<file path="src/rtl/fpdlink_pkg.sv">
// Shared types and lane packing for the FPD-Link pattern generator.
// Define FPDLINK_JEIDA_EN for JEIDA bit mapping; default build packs VESA.
package fpdlink_pkg;
  typedef enum logic [1:0] {PAT_BARS, PAT_RAMP, PAT_CHECK, PAT_MOVE} pat_e;

  typedef struct packed {
    logic [7:0] r;
    logic [7:0] g;
    logic [7:0] b;
  } rgb888_t;

  localparam logic [6:0] CK_WORD   = 7'b1100011;
  localparam rgb888_t    RGB_WHITE = rgb888_t'(24'hFFFFFF);

  // white, yellow, cyan, green, magenta, red, blue, black
  localparam rgb888_t BAR_LUT [8] = '{
    rgb888_t'(24'hFFFFFF), rgb888_t'(24'hFFFF00), rgb888_t'(24'h00FFFF), rgb888_t'(24'h00FF00),
    rgb888_t'(24'hFF00FF), rgb888_t'(24'hFF0000), rgb888_t'(24'h0000FF), rgb888_t'(24'h000000)
  };

  // Returns {L3,L2,L1,L0}; bit 0 of each lane is D0.
  function automatic logic [27:0] pack_lanes(rgb888_t c, logic de, logic vs, logic hs);
    logic [6:0] l0, l1, l2, l3;
`ifdef FPDLINK_JEIDA_EN
    l0 = {c.g[2], c.r[7:2]};
    l1 = {c.b[3:2], c.g[7:3]};
    l2 = {de, vs, hs, c.b[7:4]};
    l3 = {1'b0, c.b[1:0], c.g[1:0], c.r[1:0]};
`else
    l0 = {c.g[0], c.r[5:0]};
    l1 = {c.b[1:0], c.g[5:1]};
    l2 = {de, vs, hs, c.b[5:2]};
    l3 = {1'b0, c.b[7:6], c.g[7:6], c.r[7:6]};
`endif
    return {l3, l2, l1, l0};
  endfunction
endpackage

</file>
<file path="src/rtl/fpdlink_timing.sv">
// Video timing: h/v/frame counters and combinational HS/VS/DE/sof decode.
// Counters hold at zero while en_i is low; decoded flags are blanked then.
module fpdlink_timing #(
  parameter int H_ACTIVE = 800,
  parameter int H_FP     = 40,
  parameter int H_SYNC   = 128,
  parameter int H_BP     = 88,
  parameter int V_ACTIVE = 480,
  parameter int V_FP     = 1,
  parameter int V_SYNC   = 3,
  parameter int V_BP     = 21,
  parameter bit SYNC_POL = 1'b0
) (
  input  logic       clk_i,
  input  logic       rst_i,
  input  logic       en_i,
  output logic [9:0] h_cnt_lo,
  output logic       v_cnt_b3,
  output logic [6:0] frame_lo,
  output logic       h_last,
  output logic       de,
  output logic       hs,
  output logic       vs,
  output logic       sof
);
  localparam int H_TOTAL = H_ACTIVE + H_FP + H_SYNC + H_BP;
  localparam int V_TOTAL = V_ACTIVE + V_FP + V_SYNC + V_BP;
  // Pattern logic taps h[9:2] and v[3], so keep at least that many bits.
  localparam int HW = ($clog2(H_TOTAL + 1) < 10) ? 10 : $clog2(H_TOTAL + 1);
  localparam int VW = ($clog2(V_TOTAL + 1) < 4)  ? 4  : $clog2(V_TOTAL + 1);

  localparam logic [HW-1:0] H_END  = HW'(H_TOTAL - 1);
  localparam logic [HW-1:0] H_ACT  = HW'(H_ACTIVE);
  localparam logic [HW-1:0] HS_BEG = HW'(H_ACTIVE + H_FP);
  localparam logic [HW-1:0] HS_END = HW'(H_ACTIVE + H_FP + H_SYNC);
  localparam logic [VW-1:0] V_END  = VW'(V_TOTAL - 1);
  localparam logic [VW-1:0] V_ACT  = VW'(V_ACTIVE);
  localparam logic [VW-1:0] VS_BEG = VW'(V_ACTIVE + V_FP);
  localparam logic [VW-1:0] VS_END = VW'(V_ACTIVE + V_FP + V_SYNC);

  logic [HW-1:0] h_cnt;
  logic [VW-1:0] v_cnt;
  logic [7:0]    frame_cnt;
  logic          v_last;

  assign h_last = (h_cnt == H_END);
  assign v_last = (v_cnt == V_END);

  always_ff @(posedge clk_i or posedge rst_i) begin
    if (rst_i) begin
      h_cnt     <= '0;
      v_cnt     <= '0;
      frame_cnt <= '0;
    end else if (!en_i) begin
      h_cnt     <= '0;
      v_cnt     <= '0;
      frame_cnt <= '0;
    end else if (h_last) begin
      h_cnt <= '0;
      if (v_last) begin
        v_cnt     <= '0;
        frame_cnt <= frame_cnt + 8'd1;
      end else begin
        v_cnt <= v_cnt + VW'(1);
      end
    end else begin
      h_cnt <= h_cnt + HW'(1);
    end
  end

  assign de  = en_i && (h_cnt < H_ACT) && (v_cnt < V_ACT);
  assign hs  = (en_i && h_cnt >= HS_BEG && h_cnt < HS_END) ? SYNC_POL : !SYNC_POL;
  assign vs  = (en_i && v_cnt >= VS_BEG && v_cnt < VS_END) ? SYNC_POL : !SYNC_POL;
  assign sof = en_i && (h_cnt == '0) && (v_cnt == '0);

  assign h_cnt_lo = h_cnt[9:0];
  assign v_cnt_b3 = v_cnt[3];
  assign frame_lo = frame_cnt[6:0];
endmodule

</file>
<file path="src/rtl/fpdlink_pattern_gen.sv">
// PCLK-domain test-pattern source feeding four OVIDEO 7:1 data lanes plus clock lane.
// Lane mapping is VESA unless FPDLINK_JEIDA_EN is defined (see fpdlink_pkg).
module fpdlink_pattern_gen
  import fpdlink_pkg::*;
#(
  parameter int H_ACTIVE = 800,
  parameter int H_FP     = 40,
  parameter int H_SYNC   = 128,
  parameter int H_BP     = 88,
  parameter int V_ACTIVE = 480,
  parameter int V_FP     = 1,
  parameter int V_SYNC   = 3,
  parameter int V_BP     = 21,
  parameter bit SYNC_POL = 1'b0
) (
  input  logic        clk_i,
  input  logic        rst_i,
  input  logic        en_i,
  input  logic [1:0]  pat_i,
  output logic [27:0] q_o,
  output logic [6:0]  ck_o,
  output logic        sof_o
);
  localparam int   BAR_W   = H_ACTIVE / 8;
  localparam int   BW      = $clog2(BAR_W + 1);
  localparam logic SYNC_IDLE = !SYNC_POL;

  logic [9:0] h_cnt_lo;
  logic       v_cnt_b3;
  logic [6:0] frame_lo;
  logic       h_last, de_c, hs_c, vs_c, sof_c;

  fpdlink_timing #(
    .H_ACTIVE(H_ACTIVE), .H_FP(H_FP), .H_SYNC(H_SYNC), .H_BP(H_BP),
    .V_ACTIVE(V_ACTIVE), .V_FP(V_FP), .V_SYNC(V_SYNC), .V_BP(V_BP),
    .SYNC_POL(SYNC_POL)
  ) u_timing (
    .clk_i(clk_i), .rst_i(rst_i), .en_i(en_i),
    .h_cnt_lo(h_cnt_lo), .v_cnt_b3(v_cnt_b3), .frame_lo(frame_lo),
    .h_last(h_last), .de(de_c), .hs(hs_c), .vs(vs_c), .sof(sof_c)
  );

  pat_e     pat_q, pat_eff;
  logic [BW-1:0] bar_pos;
  logic [2:0]    bar_idx;
  rgb888_t  rgb_c, rgb1;
  logic     de1, hs1, vs1, sof1;
  logic     unused_bits;

  assign unused_bits = ^h_cnt_lo[1:0];

  // The first pixel of a frame already uses the newly sampled selection.
  assign pat_eff = sof_c ? pat_e'(pat_i) : pat_q;

  always_comb begin
    rgb_c = '0;
    case (pat_eff)
      PAT_BARS:  rgb_c = BAR_LUT[bar_idx];
      PAT_RAMP:  rgb_c = rgb888_t'({3{h_cnt_lo[9:2]}});
      PAT_CHECK: if (h_cnt_lo[3] ^ v_cnt_b3) rgb_c = RGB_WHITE;
      PAT_MOVE:  if (h_cnt_lo[9:3] == frame_lo) rgb_c = RGB_WHITE;
      default:   rgb_c = '0;
    endcase
    if (!de_c) rgb_c = '0;
  end

  // Bar index tracks h_cnt by counting bar widths, avoiding a divider.
  always_ff @(posedge clk_i or posedge rst_i) begin
    if (rst_i) begin
      pat_q   <= PAT_BARS;
      bar_pos <= '0;
      bar_idx <= '0;
    end else begin
      if (sof_c) pat_q <= pat_e'(pat_i);
      if (!en_i || h_last) begin
        bar_pos <= '0;
        bar_idx <= '0;
      end else if (bar_pos == BW'(BAR_W - 1)) begin
        bar_pos <= '0;
        bar_idx <= bar_idx + 3'd1;
      end else begin
        bar_pos <= bar_pos + BW'(1);
      end
    end
  end

  always_ff @(posedge clk_i or posedge rst_i) begin
    if (rst_i) begin
      rgb1  <= '0;
      de1   <= 1'b0;
      hs1   <= SYNC_IDLE;
      vs1   <= SYNC_IDLE;
      sof1  <= 1'b0;
      q_o   <= pack_lanes('0, 1'b0, SYNC_IDLE, SYNC_IDLE);
      sof_o <= 1'b0;
    end else begin
      rgb1  <= rgb_c;
      de1   <= de_c;
      hs1   <= hs_c;
      vs1   <= vs_c;
      sof1  <= sof_c;
      q_o   <= pack_lanes(rgb1, de1, vs1, hs1);
      sof_o <= sof1;
    end
  end

  assign ck_o = CK_WORD;
endmodule

</file>
<file path="config.mk">
export PLATFORM = sky130hd
export DESIGN_NAME = fpdlink_pattern_gen
export DESIGN_NICKNAME = d
export VERILOG_FILES = /design/src/rtl/fpdlink_pkg.sv /design/src/rtl/fpdlink_timing.sv /design/src/rtl/fpdlink_pattern_gen.sv
export SDC_FILE = /design/constraint.sdc
export NUM_CORES = 1
export LEC_CHECK = 0
export ABC_AREA = 1
export BUFFER_PORTS_ARGS = -buffer_cell sky130_fd_sc_hd__buf_2
export CORE_ASPECT_RATIO = 0.9
export CORE_MARGIN = 3
export CORE_UTILIZATION = 59
export CTS_CLUSTER_DIAMETER = 200
export CTS_CLUSTER_SIZE = 28
export DETAILED_ROUTE_END_ITERATION = 6
export HOLD_SLACK_MARGIN = 0.12
export MAX_ROUTING_LAYER = met4
export PLACE_DENSITY = 0.85
export SYNTH_ARGS = -nofsm -noshare
export SYNTH_HDL_FRONTEND = slang
export SYNTH_SLANG_ARGS = --single-unit
</file>
<file path="constraint.sdc">
create_clock -name clk_i -period 4.75 [get_ports clk_i]
set_input_delay 1.425 -clock clk_i [delete_from_list [all_inputs] [get_ports clk_i]]
set_output_delay 1.425 -clock clk_i [all_outputs]
set_load 0.02 [all_outputs]
</file>
==> metrics.cfg, run 1 <==
[outcome]
status = finished clean

[clocking]
clock-sinks = 95
clk_pin_slew_worst_paths_ns = 0.11
ctsHoldBuffers = 0
post_cts_resized = 0
clk_latency_ns = 0.38
cts_setup_buffers = 0
cts_root_buf = clkbuf_8
ctsHtreeMaxLevel = 3
cts_buffers = 9
cts_tree = yes
cts_buffer_depth = 2

[global_route]
grt_max_degree = 37
grt_first_pass_wirelength_um = 14200
grt-ovfl-total = 0
antenna_found_initial = 0
grt_pass1_vias = 2899
track_usage_pct = 23.3

[place]
numPortBuffers = 32
placed_area_um2 = 4360
gp_congestion = 0.914
hpwl_um = 5840
place_ws_ns = 1.49

[sta]
setup_viol = 0
slew_headroom_pct = 63.8
setup_ws_ns = 1.83
maxSlewViolCount = 0
period_needed_ns = 2.92
rsz0062_at_grt = false
finalHoldViolCount = 0
fin_tns_setup_ns = 0
period_share_pct = 61.4
max_freq_mhz = 343
worstMarginPinSlew_ns = 0.543
finalClockSkew_ns = 0.0141

[die]
rows = 28
start_util_pct = 62.5
chipWidth_um = 95.2
io_pins = 41
dieHeight_um = 86.3
coreArea_um2 = 6760
die_area_um2 = 8210

[finish]
multiInputGateArea_um2 = 1500
num-fill-cells = 507
diodes = 0
final_nets = 468
seq_area_um2 = 2380
fin_area_um2 = 4560
drive_above_1_share_pct = 19.8
syn2layout_area_growth_pct = 8.02

[setup_path]
reg2reg_to = rgb1[1]
path_class = in -> reg
crit_chain = buf_2, inv_2, nor2_2, nand2_1, nor2_1, nand3_1, nand2_1, nand2_1, nand3_1, nand2_1, a21oi_1
worstPathArrival_ns = 3.21
cpMostUsedCell = nand2_1
critPathMaxFanout = 13
rr_worst_depth = 12
critPathLaunchType = input port
endpoint_kind = flip-flop
worst-path-buf-inv = 2
slowest_stage = nand2_1
timing.rr.start = u_timing.v_cnt[0]
cp-startpoint = en_i
path_delay_family = simple AND/OR/NAND/NOR gates
cp.required_ns = 5.04
r2r_setup_slack_ns = 2.41
slowest_delay_ns = 0.29

[hold_path]
hold_path.class = reg -> reg
hold_end = q_o[4]
min_from = rgb1[20]
holdPathStages = 0

[routing]
drt-vias-per-instance = 5.49
wire_per_inst_um = 15.5
ant_nets = 0
drt_iter0_drc = 318
drt_wl_total_um = 8510
dr.pass1.iters = 4
vias = 3020
route.detailed.drc = 0

[synth]
synthTopCellsByArea = dfrtp_1 (54%), nand2_1 (4.9%), inv_1 (4.1%)
synth_area_per_cell_um2 = 9.94
ys_ff_latch = 95
synth_area_um2 = 4230
ys_warn_count = 0
synth_edf_count = 0
postSynth.topFlopCell = dfrtp_1
netlist.top_cell.by_area = dfrtp_1
synth_top_area_share_pct = 53.9
async_flop_share_pct = 100
syn_inst = 425
seq_area_frac_synth_pct = 56.4
synth_cell_types = 40

[power_and_ir_drop]
ir_worst_vdd_mv = 0.233
power_density_nw_per_um2 = 391
total_power_mw = 1.79
p_leak_nw = 2.23

[flow_run]
drv_cap = 0

[how the worst max path moves through the flow]
stage                  to  slack [ns]  cells after the start
3_5_place_dp      rgb1[1]        1.49                     11
3_3_place_gp      rgb1[6]        1.62                     10
5_1_grt           rgb1[3]        1.67                     11
4_1_cts           rgb1[1]        1.87                     11
6_report          rgb1[1]        1.83                     11
2_1_floorplan  bar_idx[0]        0.85                      1
[flip-flops by register name (all words and copies together), names as in the netlist]
name and count:
rgb1 24, pat_q 2, u_timing.h_cnt 11, vs1 1, u_timing.v_cnt 9, bar_pos 7, sof_o 1, sof1 1
bar_idx 3, q_o 27, u_timing.frame_cnt 7, de1 1, hs1 1
[placed cells by master, fill, tap and decap left out, types with 3 or more instances in the layout]
cell | Yosys | routed
a21oi_1 | 32 | 32
buf_2 | 3 | 32
ha_1 | 8 | 8
nand4_1 | 13 | 13
clkbuf_8 | 0 | 9
nor2_1 | 40 | 40
o21ai_0 | 17 | 17
conb_1 | 2 | 8
dfstp_2 | 4 | 4
nand2_1 | 55 | 55
nor3b_1 | 3 | 3
xor2_1 | 11 | 11
nor3_1 | 10 | 10
nand2_2 | 6 | 6
nor2_2 | 4 | 4
xnor2_1 | 4 | 4
inv_8 | 0 | 3
dfrtp_1 | 91 | 91
nand3_2 | 3 | 3
inv_1 | 46 | 45
o21ai_2 | 8 | 8
nand3_1 | 21 | 21
nor2_4 | 4 | 4
[logic make-up (layout without fill, tap and decap cells)]
family / after synthesis / after routing / synth area share (%)
AOI/OAI and AO/OA: 64 / 64 / 8.82
xor gates and xnor gates: 15 / 15 / 3.11
DFF: 95 / 95 / 56.4
buffers and inverters: 70 / 99 / 8.65
adders and majority gates: 8 / 8 / 2.37
other: 2 / 8 / 0.178
and+or+nand+nor: 171 / 171 / 20.5
[cell type report]
type	instances	area share (%)
repair buffers	34	3.84
flip-flops and latches	95	52.2
clock buffers	9	2.71
well taps	90	2.47
multi-input cells	266	32.9
clock inverters	7	1.84
inverters	49	4.08
[report_power, final]
| group | internal [mW] | switching (mW) | leakage (nW) |
|---|---|---|---|
| clock network | 0.213 | 0.332 | 0.105 |
| registers | 0.909 | 0.0358 | 1.26 |
| logic | 0.0824 | 0.214 | 0.868 |
| total | 1.20 | 0.582 | 2.23 |
[Yosys cell counts (4+ instances only)]
master	number
dfrtp_1	91
nand2_1	55
inv_1	46
nor2_1	40
a21oi_1	32
nand3_1	21
o21ai_0	17
nand4_1	13
xor2_1	11
buf_4	10
nor3_1	10
buf_6	8
ha_1	8
o21ai_2	8
nand2_2	6
dfstp_2	4
nor2_2	4
nor2_4	4
xnor2_1	4
[metrics by stage]
step | cells | utilization (%) | hold slack, ns
finish | 550 | 67.5 | 0.357
global route | 550 | 67.5 | 0.363
CTS | 550 | 67.5 | 0.357
detailed placement | 534 | 64.4 | 0.335
global placement | 534 | 64.4 | 0.333
floorplan | 431 | - | 0.331
[metal layers]
metal | part of all wire [%] | track usage, % | vias to the layer above
met3 | 6.7 | 6.77 | 20
li1 | - | - | 1422
met4 | 2.0 | 7.99 | 0
met2 | 48 | 34.1 | 113
met1 | 44 | 31.4 | 1465
met5 | 0 | - | -
No activity file was read; power rests on OpenSTA's default activity.
==> inputs of run 2 (changes only) <==
- ABC_AREA: 1 -> 0
- CORE_UTILIZATION: 59 -> 58
- PLACE_DENSITY: 0.85 -> 0.84
- clock period: 4.75 -> 3 ns (I/O delays scaled with it)
==> metrics.cfg, run 2 <==
[synth]
synth_commonest_cells = dfrtp_1 (91), nor2_1 (41), a211oi_1 (24)  ; was dfrtp_1 (91), nand2_1 (55), inv_1 (46)
synth_most_common_cell = dfrtp_1  ; unchanged
synth_area_per_cell_um2 = 11.8  ; was 9.94 µm²
postSynth.topFlopCell = dfrtp_1  ; unchanged
async_flop_share_pct = 100  ; unchanged
synth_edf_count = 0  ; unchanged
synth_top_area_share_pct = 57.0  ; was 53.9%
ys_warn_count = 0  ; unchanged
seq_area_frac_synth_pct = 59.6  ; was 56.4%
ys_ff_latch = 95  ; unchanged
synthTopCellsByArea = dfrtp_1 (57%), xor2_1 (4.6%), a211oi_1 (4.5%)  ; was dfrtp_1 (54%), nand2_1 (4.9%), inv_1 (4.1%)
synth_cell_types = 46  ; was 40
syn_inst = 339  ; was 425
netlist.top_cell.by_area = dfrtp_1  ; unchanged
synth_area_um2 = 3990  ; was 4230 µm²

[die]
io_pins = 41  ; unchanged
chipWidth_um = 93.5  ; was 95.2 µm
dieHeight_um = 84.7  ; was 86.3 µm
rows = 28  ; unchanged
die_area_um2 = 7920  ; was 8210 µm²
start_util_pct = 60.3  ; was 62.5%
coreArea_um2 = 6620  ; was 6760 µm²

[finish]
drive_above_1_share_pct = 19.5  ; was 19.8%
stdcell_count = 465  ; was 550
final_cell_mix = dfrtp_1 (91), nor2_1 (41), buf_2 (32), a211oi_1 (24), xor2_1 (21)  ; was dfrtp_1 (91), nand2_1 (55), inv_1 (45), nor2_1 (40)
layout_commonest_cell = dfrtp_1  ; unchanged
reg.largest.list = q_o (27), rgb1 (24), u_timing.h_cnt (11)  ; unchanged
top_register = q_o  ; unchanged
final_nets = 383  ; was 468
largest_register_ffs = 27  ; unchanged
diodes = 0  ; unchanged
syn2layout_area_growth_pct = 10.4  ; was 8.02%
num-fill-cells = 515  ; was 507

[sta]
maxSlewViolCount = 0  ; unchanged
setup_viol = 0  ; unchanged
fin_tns_setup_ns = 0  ; unchanged
finalClockSkew_ns = 0.00983  ; was 0.0141 ns
whs_ns = 0.352  ; was 0.357 ns
max_freq_mhz = 410
period_needed_ns = 2.44
worstMarginPinSlew_ns = 0.647  ; was 0.543 ns
finalHoldViolCount = 0  ; unchanged
rsz0062_at_grt = false  ; unchanged
slew_headroom_pct = 56.6  ; was 63.8%
period_share_pct = 81.3
setup_ws_ns = 0.562  ; was 1.83 ns

[setup_path]
crit_chain = inv_1, ha_1, nor4b_1, nand3_1, or4b_1, a21boi_4, a211oi_1  ; was buf_2, inv_2, nor2_2, nand2_1, nor2_1, nand3_1, nand2_1, nand2_1, nand3_1, nand2_1, a21oi_1
path_delay_family = simple AND/OR/NAND/NOR gates  ; unchanged
timing.rr.start = u_timing.h_cnt[0]  ; was u_timing.v_cnt[0]
reg2reg_to = rgb1[8]  ; was rgb1[1]
worst-path-buf-inv = 1  ; was 2
critPathLaunchType = flip-flop  ; was input port
slowest_delay_ns = 0.71  ; was 0.29 ns
worstPathArrival_ns = 2.67  ; was 3.21 ns
rr_worst_depth = 7  ; was 12
critPathMaxFanout = 8  ; was 13
worst-path-stages = 7  ; was 11
cp-startpoint = u_timing.h_cnt[0]  ; was en_i
r2r_setup_slack_ns = 0.56  ; was 2.41 ns
endpoint_kind = flip-flop  ; unchanged
path_class = reg -> reg  ; was in -> reg
cp.required_ns = 3.23  ; was 5.04 ns
slowest_stage = or4b_1  ; was nand2_1
crit_end = rgb1[8]  ; was rgb1[1]

[clocking]
cts_root_buf = clkbuf_8  ; unchanged
cts_setup_buffers = 0  ; unchanged
cts_buffer_depth = 2  ; unchanged
clk_pin_slew_worst_paths_ns = 0.09  ; was 0.11 ns
clock-sinks = 95  ; unchanged
cts_tree = yes  ; unchanged
ctsHoldBuffers = 0  ; unchanged
cts_buffers = 9  ; unchanged
ctsHtreeMaxLevel = 3  ; unchanged
clk_latency_ns = 0.37  ; was 0.38 ns
post_cts_resized = 0  ; unchanged

[routing]
ant_nets = 0  ; unchanged
drt_iter0_drc = 116  ; was 318
wire_per_inst_um = 14.8  ; was 15.5 µm
vias = 2539  ; was 3020
drt-vias-per-instance = 5.46  ; was 5.49
drt_wl_total_um = 6860  ; was 8510 µm
route.detailed.drc = 0  ; unchanged
dr.pass1.iters = 4  ; unchanged

[global_route]
grt_pass1_vias = 2467  ; was 2899
grt-ovfl-total = 0  ; unchanged
antenna_found_initial = 0  ; unchanged
track_usage_pct = 20.3  ; was 23.3%
grt_max_degree = 39  ; was 37
grt_first_pass_wirelength_um = 12000  ; was 14200 µm

[place]
numPortBuffers = 32  ; unchanged
place_ws_ns = 0.279  ; was 1.49 ns
hpwl_um = 4880  ; was 5840 µm
gp_congestion = 0.908  ; was 0.914
placed_cells = 449  ; was 534

[power_and_ir_drop]
power_density_nw_per_um2 = 599  ; was 391 nW/µm²
p_clk_share_pct = 30.4  ; was 30.5%
p_int_mw = 1.88  ; was 1.20 mW
share_comb_of_total_power_pct = 13.8  ; was 16.6%
swShare_pct = 28.7  ; was 32.6%
pwr-share-seq_pct = 55.9  ; was 52.9%
ir_worst_vdd_mv = 0.412  ; was 0.233 mV
power_switching_mw = 0.757  ; was 0.582 mW
p_leak_nw = 2.10  ; was 2.23 nW

[outcome]
status = finished clean  ; unchanged

[flow_run]
drv_cap = 0  ; unchanged

[hold_path]
hold_path.class = reg -> reg  ; unchanged

## run 2: metal layers
metal	up-vias	wire length [µm]	share of wire, %	GRT usage [%]
met5	-	0	0	-
met1	1211	2970	43	26.8
li1	1221	-	-	-
met4	0	182	2.7	8.52
met2	86	3260	48	28.9
met3	21	448	6.5	6.81
## run 2: through the flow
step / area, µm² / util (%) / power [mW]
2_1_floorplan: 4020 / - / 1.76
3_3_place_gp: 4210 / 63.6 / 1.86
3_5_place_dp: 4210 / 63.6 / 1.87
4_1_cts: 4410 / 66.6 / 2.67
5_1_grt: 4410 / 66.6 / 2.77
6_report: 4410 / 66.6 / 2.64
## run 2: cell type report
class	count	area, µm²	share of cell area (%)
Sequential cell	95	2380	54.0
Clock inverter	6	57.6	1.31
Clock buffer	10	138	3.12
Inverter	10	41.3	0.937
Timing Repair Buffer	38	218	4.94
Multi-Input combinational cell	216	1460	33.1
Tap cell	90	113	2.55
## run 2: power by group through the flow
| stage | clock network (mW) | registers [mW] | logic (mW) |
|---|---|---|---|
| 3_3_place_gp | 0 | 1.50 | 0.359 |
| 5_1_grt | 0.884 | 1.49 | 0.399 |
| 6_report | 0.802 | 1.48 | 0.364 |
| 2_1_floorplan | 0 | 1.58 | 0.181 |
| 4_1_cts | 0.825 | 1.48 | 0.368 |
| 3_5_place_dp | 0 | 1.50 | 0.367 |
## run 2: worst min path at each step
stage | startpoint | to | depth (start not counted)
after floorplan | rgb1[16] | q_o[0] | 0
after global placement | de1 | q_o[20] | 0
after detailed placement | rgb1[20] | q_o[4] | 0
after CTS | rgb1[20] | q_o[4] | 0
after global routing | rgb1[21] | q_o[5] | 0
final | rgb1[20] | q_o[4] | 0
## run 2: cell families after synthesis
logic type / synth area share (%)
XOR/XNOR: 7.24
other: 0.188
flip-flops: 59.6
multiplexers: 2.07
adder cells (fa/ha/maj): 2.51
buffers and inverters: 4.39
AO/OA/AOI/OAI: 8.90
AND/OR/NAND/NOR: 15.1
==> inputs of run 3 (changes only) <==
- CORE_UTILIZATION: 58 -> 52
- PLACE_DENSITY: 0.84 -> 0.8
- clock period: 3 -> 2.2 ns (I/O delays scaled with it)
==> metrics.cfg, run 3 (synthesized netlist as in run 2, its figures left out) <==
[routing]
wl_met1_um = 3320  ; was 2970 µm
vias = 2706  ; was 2539
wire_per_inst_um = 15.1  ; was 14.8 µm
drt_wl_total_um = 7520  ; was 6860 µm
ant_nets = 0  ; unchanged
route.detailed.drc = 0  ; unchanged
drt-vias-per-instance = 5.44  ; was 5.46
dr.pass1.iters = 4  ; unchanged
met3_length_um = 415  ; was 448 µm
highest_layer = met4  ; unchanged
drt_iter0_drc = 153  ; was 116
met2_length_um = 3620  ; was 3260 µm

[global_route]
track_usage_pct = 19.6  ; was 20.3%
grt_first_pass_wirelength_um = 12900  ; was 12000 µm
grt_pass1_vias = 2656  ; was 2467
grt_max_degree = 96  ; was 39
grt-ovfl-total = 0  ; unchanged
antenna_found_initial = 0  ; unchanged

[sta]
max_freq_mhz = 475  ; was 410 MHz
rsz0062_at_grt = true  ; was false
period_share_pct = 95.7  ; was 81.3%
finalClockSkew_ns = 0.00610  ; was 0.00983 ns
maxSlewViolCount = 0  ; unchanged
period_needed_ns = 2.11  ; was 2.44 ns
finalHoldViolCount = 0  ; unchanged
whs_ns = 0.355  ; was 0.352 ns
setup_viol = 0  ; unchanged
setup_ws_ns = 0.0948  ; was 0.562 ns

[place]
place_ws_ns = -0.133  ; was 0.279 ns
numPortBuffers = 32  ; unchanged
hpwl_um = 5210  ; was 4880 µm
gp_congestion = 0.826  ; was 0.908

[die]
io_pins = 41  ; unchanged
rows = 29  ; was 28
coreArea_um2 = 7260  ; was 6620 µm²
dieHeight_um = 89.1  ; was 84.7 µm
start_util_pct = 55.0  ; was 60.3%
die_area_um2 = 8770  ; was 7920 µm²
chipWidth_um = 98.4  ; was 93.5 µm

[finish]
layout_commonest_cell = dfrtp_1  ; unchanged
diodes = 0  ; unchanged
largest_register_ffs = 27  ; unchanged
final_cell_mix = dfrtp_1 (91), nor2_1 (41), buf_2 (32), buf_4 (32), xor2_1 (21)  ; was dfrtp_1 (91), nor2_1 (41), buf_2 (32), a211oi_1 (24), xor2_1 (21)
final_util_pct = 64.7  ; was 66.6%
num-fill-cells = 559  ; was 515
final_nets = 412  ; was 383
reg.largest.list = q_o (27), rgb1 (24), u_timing.h_cnt (11)  ; unchanged
top_register = q_o  ; unchanged
drive_above_1_share_pct = 27.2  ; was 19.5%
syn2layout_area_growth_pct = 17.6  ; was 10.4%

[power_and_ir_drop]
ir_worst_vdd_mv = 0.377  ; was 0.412 mV
p_leak_nw = 2.27  ; was 2.10 nW
total_power_mw = 3.66  ; was 2.64 mW
power_density_nw_per_um2 = 780  ; was 599 nW/µm²

[setup_path]
rr_worst_depth = 8  ; was 7
critPathMaxFanout = 8  ; unchanged
path_class = reg -> reg  ; unchanged
cp-startpoint = u_timing.h_cnt[0]  ; unchanged
critPathLaunchType = flip-flop  ; unchanged
endpoint_kind = flip-flop  ; unchanged
worstPathArrival_ns = 2.33  ; was 2.67 ns
timing.rr.start = u_timing.h_cnt[0]  ; unchanged
cp.required_ns = 2.43  ; was 3.23 ns

[clocking]
clk_pin_slew_worst_paths_ns = 0.09  ; about the same
clock-sinks = 95  ; unchanged
cts_root_buf = clkbuf_8  ; unchanged
cts_buffers = 9  ; unchanged
cts_buffer_depth = 2  ; unchanged
clk_latency_ns = 0.36  ; was 0.37 ns
ctsHtreeMaxLevel = 3  ; unchanged
cts_tree = yes  ; unchanged

[hold_path]
hold_path.class = reg -> reg  ; unchanged
min_from = rgb1[9]  ; was rgb1[20]
holdPathStages = 0  ; unchanged

[outcome]
status = finished clean  ; unchanged

[flow_run]
drv_cap = 0  ; unchanged

-- run 3: metrics by stage --
step | TNS [ns] | cells | cell area [µm²]
3_3_place_gp | -0.852 | 480 | 4430
6_report | 0 | 497 | 4700
4_1_cts | 0 | 496 | 4630
2_1_floorplan | 0 | 345 | 4020
3_5_place_dp | -1.61 | 480 | 4430
5_1_grt | -0.196 | 497 | 4700
-- run 3: report_power, final --
| part | total, mW | switching [mW] | internal (mW) | leakage (nW) |
|---|---|---|---|---|
| Combinational | 0.560 | 0.362 | 0.199 | 0.923 |
| Sequential | 2.01 | 0.0656 | 1.94 | 1.25 |
| Clock | 1.10 | 0.628 | 0.468 | 0.100 |
-- run 3: repair_timing --
item	4_1_cts	5_1_grt
setup endpoints to repair	24	24
gates resized for setup	2	9
hold endpoints to repair	0	0
buffers inserted	0	1
hold buffers	0	0
pin swaps	0	4
-- run 3: per-layer routing --
layer  GRT usage (%)  vias to the layer above
li1                -                     1283
met1            24.2                     1327
met2            31.2                       80
met3            5.38                       16
met4            7.94                        0
met5               -                        -
-- run 3: worst max-delay path: stages, from the launching register on --
cell and delay, ns:
dfrtp_1 0.39, inv_1 0.06, ha_1 0.14, nor4b_4 0.22, nand3_2 0.17, or4b_4 0.51
buf_6 0.15, a21boi_4 0.24, a211oi_1 0.10
-- run 3: worst paths after layout --
check / slack [ns] / to
min in group asynchronous: 0.43 / rgb1[1]
worst max register to register: 0.09 / rgb1[15]
worst min register to register: 0.36 / q_o[7]
worst max-delay path: 0.09 / rgb1[15]
worst min-delay path: 0.36 / q_o[7]
max in group asynchronous: 1.38 / vs1
-- run 3: layout make-up --
type	count	area, µm²	area share, %
clock inverters	6	55.1	1.17
well taps	93	116	2.48
multi-input cells	216	1510	32.2
clock buffers	10	138	2.93
flip-flops and latches	95	2380	50.7
repair buffers	67	452	9.62
inverters	10	41.3	0.879
